[src/rtl/uart_tx_cfg.sv]
// uart_tx_cfg: UART transmitter with compile-time frame format (5-9 data bits,
// none/odd/even parity, 1-2 stop bits). Valid/ready input, registered line.
module uart_tx_cfg #(
    parameter int CLKS_PER_BIT = 868,
    parameter int DATA_BITS    = 8,
    parameter int PARITY       = 0,
    parameter int STOP_BITS    = 1
) (
    input  logic                 clk,
    input  logic                 rst,
    input  logic [DATA_BITS-1:0] tx_data,
    input  logic                 tx_valid,
    output logic                 tx_ready,
    output logic                 tx,
    output logic                 busy,
    output logic                 tx_done
);
    localparam int CW = $clog2(CLKS_PER_BIT);
    localparam int IW = $clog2(DATA_BITS);
    localparam logic [CW-1:0] CNT_LAST = CW'(CLKS_PER_BIT - 1);
    localparam logic [CW-1:0] CNT_PRE  = CW'(CLKS_PER_BIT - 2);
    localparam logic [IW-1:0] IDX_LAST = IW'(DATA_BITS - 1);
    localparam logic STOP_LAST = (STOP_BITS == 2);

    generate
        if (CLKS_PER_BIT < 2 || DATA_BITS < 5 || DATA_BITS > 9 || PARITY < 0 || PARITY > 2 ||
            STOP_BITS < 1 || STOP_BITS > 2) begin : g_bad_param
            $error("uart_tx_cfg: illegal parameter value");
        end
    endgenerate

    typedef enum logic [2:0] {IDLE, START, DATA, PAR, STOP} state_t;

    state_t               state_q;
    logic [CW-1:0]        cnt_q;
    logic [IW-1:0]        idx_q;
    logic                 stop_q;
    logic [DATA_BITS-1:0] shift_q;
    logic                 par_q;
    logic                 tx_q;
    logic                 done_q;
    logic                 bit_end;

    assign bit_end  = cnt_q == CNT_LAST;
    assign tx_ready = state_q == IDLE;
    assign busy     = state_q != IDLE;
    assign tx       = tx_q;
    assign tx_done  = done_q;

    // tx_q always carries the level of the bit the state is entering, so the line
    // changes on the same edge as the state and stays glitch-free.
    always_ff @(posedge clk) begin
        if (!rst) begin
            state_q <= IDLE;
            cnt_q   <= '0;
            idx_q   <= '0;
            stop_q  <= 1'b0;
            shift_q <= '0;
            par_q   <= 1'b0;
            tx_q    <= 1'b1;
            done_q  <= 1'b0;
        end else begin
            cnt_q  <= (state_q == IDLE || bit_end) ? '0 : cnt_q + 1'b1;
            done_q <= state_q == STOP && stop_q == STOP_LAST && cnt_q == CNT_PRE;
            case (state_q)
                IDLE: if (tx_valid) begin
                    shift_q <= tx_data;
                    par_q   <= (^tx_data) ^ (PARITY == 1);
                    tx_q    <= 1'b0;
                    state_q <= START;
                end
                START: if (bit_end) begin
                    tx_q    <= shift_q[0];
                    idx_q   <= '0;
                    state_q <= DATA;
                end
                DATA: if (bit_end) begin
                    if (idx_q == IDX_LAST) begin
                        tx_q    <= (PARITY != 0) ? par_q : 1'b1;
                        stop_q  <= 1'b0;
                        state_q <= (PARITY != 0) ? PAR : STOP;
                    end else begin
                        shift_q <= shift_q >> 1;
                        tx_q    <= shift_q[1];
                        idx_q   <= idx_q + 1'b1;
                    end
                end
                PAR: if (bit_end) begin
                    tx_q    <= 1'b1;
                    stop_q  <= 1'b0;
                    state_q <= STOP;
                end
                STOP: if (bit_end) begin
                    stop_q  <= ~stop_q;
                    state_q <= (stop_q == STOP_LAST) ? IDLE : STOP;
                end
                default: state_q <= IDLE;
            endcase
        end
    end
endmodule
[config.mk]
export PLATFORM = sky130hd
export DESIGN_NAME = uart_tx_cfg
export DESIGN_NICKNAME = d
export VERILOG_FILES = /design/src/rtl/uart_tx_cfg.sv
export SDC_FILE = /design/constraint.sdc
export NUM_CORES = 1
export LEC_CHECK = 0
export ABC_AREA = 1
export CORE_UTILIZATION = 25
export CTS_CLUSTER_DIAMETER = 200
export DETAILED_ROUTE_END_ITERATION = 8
export PLACE_DENSITY = 0.49
export SLEW_MARGIN = 20
export SYNTH_ARGS = -nofsm -noshare
export SYNTH_HDL_FRONTEND = slang
export SYNTH_SLANG_ARGS = --single-unit
[constraint.sdc]
create_clock -name clk -period 1.4 [get_ports clk]
set_input_delay 0.28 -clock clk [delete_from_list [all_inputs] [get_ports clk]]
set_output_delay 0.28 -clock clk [all_outputs]
set_load 0.02 [all_outputs]
==> results of run 1 <==
## metal layers
| layer | global-route usage | up-vias | wire length, um |
|---|---|---|---|
| li1 | - | 809 | - |
| met1 | 0.1572 | 676 | 1758 |
| met2 | 0.2000 | 12 | 1712 |
| met3 | 0.02286 | 4 | 80 |
| met4 | 0.03818 | 0 | 43 |
| met5 | 0 | - | 0 |
## critical path, stage by stage, from the launching register on
cell and delay [ns]:
dfxtp_2 0.35, ha_4 0.16, ha_4 0.15, inv_2 0.06
nand3_4 0.10, a21oi_4 0.16, buf_12 0.14, nand2_4 0.05
clkinv_4 0.06, nor2_1 0.04, nor2_1 0.09
## area by class of cell
cell class	count	share of cell area
multi-input cells	169	0.4552
flip-flops and latches	27	0.2517
repair buffers	49	0.1871
inverters	24	0.04478
well taps	72	0.04082
clock buffers	4	0.02041
## sequential cells by signal, indices dropped and copies added, names as in the netlist
signal / flops
cnt_q: 10
shift_q: 8
idx_q: 3
state_q: 3
stop_q: 1
tx: 1
tx_done: 1
## cells in the final DEF (no fill, tap or decap), types with 3 or more instances in the layout
| cell | instances |
|---|---|
| a21oi_1 | 9 |
| a21oi_2 | 3 |
| buf_4 | 33 |
| clkbuf_8 | 3 |
| clkdlybuf4s50_1 | 10 |
| dfxtp_1 | 19 |
| dfxtp_2 | 6 |
| ha_4 | 3 |
| inv_1 | 15 |
| inv_2 | 7 |
| nand2_1 | 54 |
| nand2_2 | 4 |
| nand2_4 | 5 |
| nand3_1 | 11 |
| nand3_4 | 3 |
| nand3b_1 | 7 |
| nor2_1 | 35 |
| nor2_2 | 5 |
| nor2_4 | 5 |
| o21ai_0 | 4 |
| o21ai_2 | 3 |
| or2_2 | 3 |
## worst min path at each step
stage                           from         end  slack (ns)
after floorplan           shift_q[7]  shift_q[7]        0.44
after global placement            tx          tx        0.44
after detailed placement          tx          tx        0.44
after CTS                         tx          tx        0.47
after global routing      shift_q[7]  shift_q[7]        0.52
final                             tx          tx        0.46
## kinds of logic (layout without fill, tap and decap cells)
| family | count (synthesis) | count (layout) |
|---|---|---|
| flops | 27 | 27 |
| fa+ha+maj | 4 | 4 |
| compound gates | 24 | 24 |
| buf+inv | 28 | 77 |
| simple gates | 141 | 141 |
## power breakdown
part | internal (mW) | leakage, nW | switching (mW) | total (mW)
Clock | 0.204 | 0.0228 | 0.261 | 0.465
Sequential | 0.928 | 0.225 | 0.104 | 1.03
Combinational | 0.885 | 0.676 | 1.06 | 1.94
## cell usage after synthesis
cell type | count | share of area
nand3b_1 | 7 | 0.035
a211oi_1 | 1 | 0.0050
a31oi_1 | 1 | 0.0042
nor3b_1 | 1 | 0.0050
nand3_4 | 1 | 0.012
a21oi_1 | 12 | 0.040
inv_1 | 19 | 0.048
o21ai_0 | 9 | 0.030
nor4_1 | 1 | 0.0042
nand4_1 | 2 | 0.0084
a21oi_4 | 1 | 0.011
dfxtp_1 | 27 | 0.36
nand2_1 | 60 | 0.15
ha_1 | 4 | 0.033
clkinv_4 | 1 | 0.0058
or2_2 | 3 | 0.013
nor2_4 | 3 | 0.023
nor2_2 | 1 | 0.0042
inv_2 | 4 | 0.010
nor3_1 | 2 | 0.0067
nand3_1 | 15 | 0.050
buf_2 | 2 | 0.0067
nor2_1 | 41 | 0.10
clkbuf_1 | 2 | 0.0050
nand2_2 | 1 | 0.0042
nand3b_2 | 1 | 0.0075
nand2_4 | 2 | 0.015
## stage by stage
step                      setup TNS (ns)  hold WS (ns)  worst slack [ns]  area [sq um]
after CTS                        -0.1006        0.4664          -0.03202          2091
final                           -0.02708        0.4602          -0.01205          2207
after detailed placement          -1.494        0.4429           -0.1658          1956
after global placement            -1.367        0.4441           -0.1359          1956
after global routing              -1.002        0.5154           -0.1094          2207
after floorplan                        0        0.4365           0.01360          1503
## timing repair
item / CTS / global route
hold buffers: 0 / 0
pin swaps: 5 / 13
buffers inserted: 2 / 1
resized for setup: 30 / 36
setup endpoints to repair: 19 / 23
==> flow_summary.toml, run 1 <==
[status]
status = "finished with violations"
failed_checks = "setup timing"

[placed_design]
numPortBuffers = 14
placed_cells = 338
dp_hpwl_um = 2611
place_congestion = 0.7456

[synthesis]
syn_inst = 224
ys_warn_count = 0
synth_area_sq_mm = 0.001498
synthDistinctLibCells = 27
yosys.area_share.adder = 0.03342
synth_area_per_cell_sq_um = 6.686
ys_seq_elements = 27
muxShareOfSynthArea = 0
synth-xor-area-share = 0
synth_top_family_by_area = "simple AND/OR/NAND/NOR gates"
ys_seq_area_frac = 0.3609
synth_nets = 239
synth-simple-area-share = 0.4403
synth_compound_area_frac = 0.09023

[route]
routed_wl_um = 3595
drc = 0
routedWlPerCell_um = 10.42
post_drt_via_cell_ratio = 4.351
drt_pass1_iterations = 4
ant_nets = 0
drt_iter0_drc = 42
vias = 1501

[finish]
post_route_cells_drive_above_1_share = 0.3553
antenna_cells = 0
seq_area_sq_um = 555.5
multi_input_area_sq_mm = 0.001005
fillers = 590
nets = 289
syn2layout_area_growth_pct = 47.37
final_util = 0.3912
layout.cells.non_filler = 345

[critical_path]
crit_arrival_ns = 1.63
cp.required_ns = 1.62
timing.rr.end = "shift_q[6]"
crit_path_end_kind = "flop"
startpoint = "idx_q[1]"
crit_end = "shift_q[6]"
startpoint_type = "flop"
path_max_fanout = 9
crit_type = "flop to flop"
ff2ff_path_depth = 10
r2r_start = "idx_q[1]"
rrSetupSlack_ns = -0.01

[sta]
rsz0062_at_grt = "yes"
max_slew_margin = 0.8338
clock.fmax_mhz = 708.2
worst_pin_slew_ns = 0.2470
finalWorstSetupSlack_ns = -0.01205
setup_violations = 4
hold_violations = 0
period_minus_slack_ns = 1.412
skew_ns = 0.007390
fin_crit_sh = 1.009
report.final.slew_viol_count = 0

[grt]
grt_start_max_net_pins = 16
grt_pass1_wl_um = 5996
antenna_found_initial = 0
grt_usage = 0.1207
overflow = 0
grt_pass1_vias = 1360

[clock_network]
clock-sinks = 27
clk_latency_ns = 0.28
clock_path_buffers = 2
cts_tree = "yes"
cts_made_buffers = 3
cts.clk_slew.worst_paths_ns = 0.10
htreeDepth = 1
cts_root_buf = "clkbuf_8"

[floorplan]
io_pins = 15
num_rows = 27
die_x_um = 79.40
core_area_sq_mm = 0.005642
dieHeight_um = 79.40
dieArea_sq_mm = 0.006304
start_util = 0.2655

[pwr]
power_mw = 3.440
power.density_mw_per_mm2 = 1559
peakVddDrop_mv = 0.5855
leakage_nw = 0.9231

[worst_hold_path]
min_path_type = "flop to flop"
worstHoldPathCells = 2

[run]
cap_violations = 0
No activity file was read; power rests on OpenSTA's default activity.
==> inputs of run 2 (changes only) <==
--- a/config.mk
+++ b/config.mk
@@ -6,10 +6,13 @@
 export NUM_CORES = 1
 export LEC_CHECK = 0
 export ABC_AREA = 1
+export CORE_ASPECT_RATIO = 1.75
 export CORE_UTILIZATION = 25
 export CTS_CLUSTER_DIAMETER = 200
+export CTS_CLUSTER_SIZE = 12
 export DETAILED_ROUTE_END_ITERATION = 8
 export PLACE_DENSITY = 0.49
+export RECOVER_POWER = 50
 export SLEW_MARGIN = 20
 export SYNTH_ARGS = -nofsm -noshare
 export SYNTH_HDL_FRONTEND = slang
==> run 2 against run 1 <==
Largest cell class unchanged. Register-to-register slack got worse by 0.12 ns. Clock power decreased by 0.9%. Sequential share of layout area decreased by 0.28 points. Global-route usage increased by 1.3 points. Sequential cell count unchanged. Largest power group unchanged. Via count increased by 2.6%. Fmax decreased by 7.6%. Count of clock-buffer cells in the layout decreased by 1. The run still ends with setup timing left. Combinational power increased by 8%. Design area decreased by 0.45%. Critical path type unchanged.
==> flow_summary.toml, run 2 (synthesis gave the netlist of run 1 again) <==
[status]
status = "finished with violations"
failed_checks = "setup timing"

[pwr]
power.share.clock = 0.129
p_int_mw = 2.073
netSwitchingFraction = 0.4217
leakage_nw = 0.9295
power_mw = 3.584
power.density_mw_per_mm2 = 1631
peakVddDrop_mv = 0.9963
p_switching_mw = 1.512
seqPwrFrac = 0.289
power_frac_comb = 0.582

[floorplan]
dieArea_sq_mm = 0.006317
die_x_um = 60.51
io_pins = 15
num_rows = 37
start_util = 0.2568
dieHeight_um = 104.4
core_area_sq_mm = 0.005833

[clock_network]
cts_tree = "yes"
clk_latency_ns = 0.28
clock_path_buffers = 2
htreeDepth = 1
cts_root_buf = "clkbuf_8"
clock-sinks = 27
ctsHoldBuffers = 0
cts_made_buffers = 3
cts.clk_slew.worst_paths_ns = 0.10

[finish]
layout.cells.non_filler = 350
mostFrequentLayoutCells = "nand2_1, nor2_1, buf_4"
regMostFlops = "cnt_q"
nets = 288
antenna_cells = 0
final_common_cell = "nand2_1"
final_util = 0.3767
largestRegisters = "cnt_q (10), shift_q (8)"
syn2layout_area_growth_pct = 46.70
post_route_cells_drive_above_1_share = 0.3199
largest_reg_flops = 10

[route]
routed_wl_um = 3947
post_drt_via_cell_ratio = 4.400
vias = 1540
drc = 0
ant_nets = 0
routedWlPerCell_um = 11.28
drt_pass1_iterations = 3
drt_iter0_drc = 32

[placed_design]
place_congestion = 0.7489
dp_hpwl_um = 2921
placed_cells = 341
numPortBuffers = 14

[sta]
rsz0062_at_grt = "yes"
finalWorstSetupSlack_ns = -0.1290
report.final.slew_viol_count = 0
skew_ns = 0.003273
fin_crit_sh = 1.092
hold_violations = 0
tns_ns = -1.188
worst_pin_slew_ns = 0.3116
clock.fmax_mhz = 654.0
setup_violations = 15
period_minus_slack_ns = 1.529
max_slew_margin = 0.7915

[grt]
grt_usage = 0.1338
antenna_found_initial = 0
grt_start_max_net_pins = 16
grt_pass1_wl_um = 6527
grt_pass1_vias = 1603
overflow = 0

[critical_path]
startpoint_type = "flop"
crit_arrival_ns = 1.75
cp.required_ns = 1.62
path_max_fanout = 7
crit_path_end_kind = "flop"
crit_type = "flop to flop"

[worst_hold_path]
min_path_type = "flop to flop"

[run]
cap_violations = 0
-- run 2: cell types whose count changed in the layout (fill, tap and decap cells not counted), sizes merged --
cell      previous run  this run
clkinv               1         2
clkinvlp             1         0
inv                 22        23
clkbuf               4         6
buf                 37        33
-- run 2: per-layer routing --
layer | vias up | global-route usage | routed length [um]
li1 | 808 | - | -
met1 | 700 | 0.1272 | 1511
met2 | 21 | 0.2630 | 2251
met3 | 11 | 0.01741 | 73
met4 | 0 | 0.05519 | 111
met5 | - | 0 | 0
-- run 2: through the flow --
step / setup slack, ns / cell area (sq um) / hold slack [ns]
after detailed placement: -0.1761 / 1941 / 0.4544
after CTS: -0.07838 / 2043 / 0.4765
after global routing: -0.2064 / 2197 / 0.4970
after global placement: -0.1492 / 1941 / 0.4519
final: -0.1290 / 2197 / 0.4680
after floorplan: 0.01360 / 1503 / 0.4365
-- run 2: worst max-delay path, cell delays in order (launching register included) --
cell      delay (ns)
dfxtp_2         0.35
ha_4            0.16
ha_4            0.17
inv_4           0.05
nand3_4         0.09
a21oi_4         0.24
buf_12          0.16
nand2_8         0.06
clkinv_8        0.08
nor2_1          0.04
nor2_1          0.08
-- run 2: path summary, 6_finish.rpt --
check / start / to / slack (ns) / depth (start not counted)
setup / recovery: idx_q[1] / shift_q[2] / -0.13 / 10
hold reg to reg: shift_q[7] / shift_q[7] / 0.47 / 2
setup reg to reg: idx_q[1] / shift_q[2] / -0.13 / 10
hold / removal: shift_q[7] / shift_q[7] / 0.47 / 2
-- run 2: area by class of cell --
cell class              count  area (sq um)
fillers                   663          3636
inverters                  24         105.1
repair buffers             48         420.4
well taps                  78         97.59
clock inverters             1         5.005
multi-input cells         169         980.9
flip-flops and latches     27         546.8
clock buffers               3         41.29
-- run 2: what timing repair did --
action	CTS	global route
resized for setup	17	35
buffers inserted	1	2
pin swaps	2	15
setup endpoints to repair	23	28
cloned	0	2
-- run 2: power groups by stage --
stage	clock network, mW	registers [mW]	logic (mW)
after floorplan	0	1.04	1.02
after global placement	0	1.02	1.65
after detailed placement	0	1.02	1.66
after CTS	0.489	1.01	1.75
after global routing	0.514	1.06	2.31
final	0.461	1.04	2.09
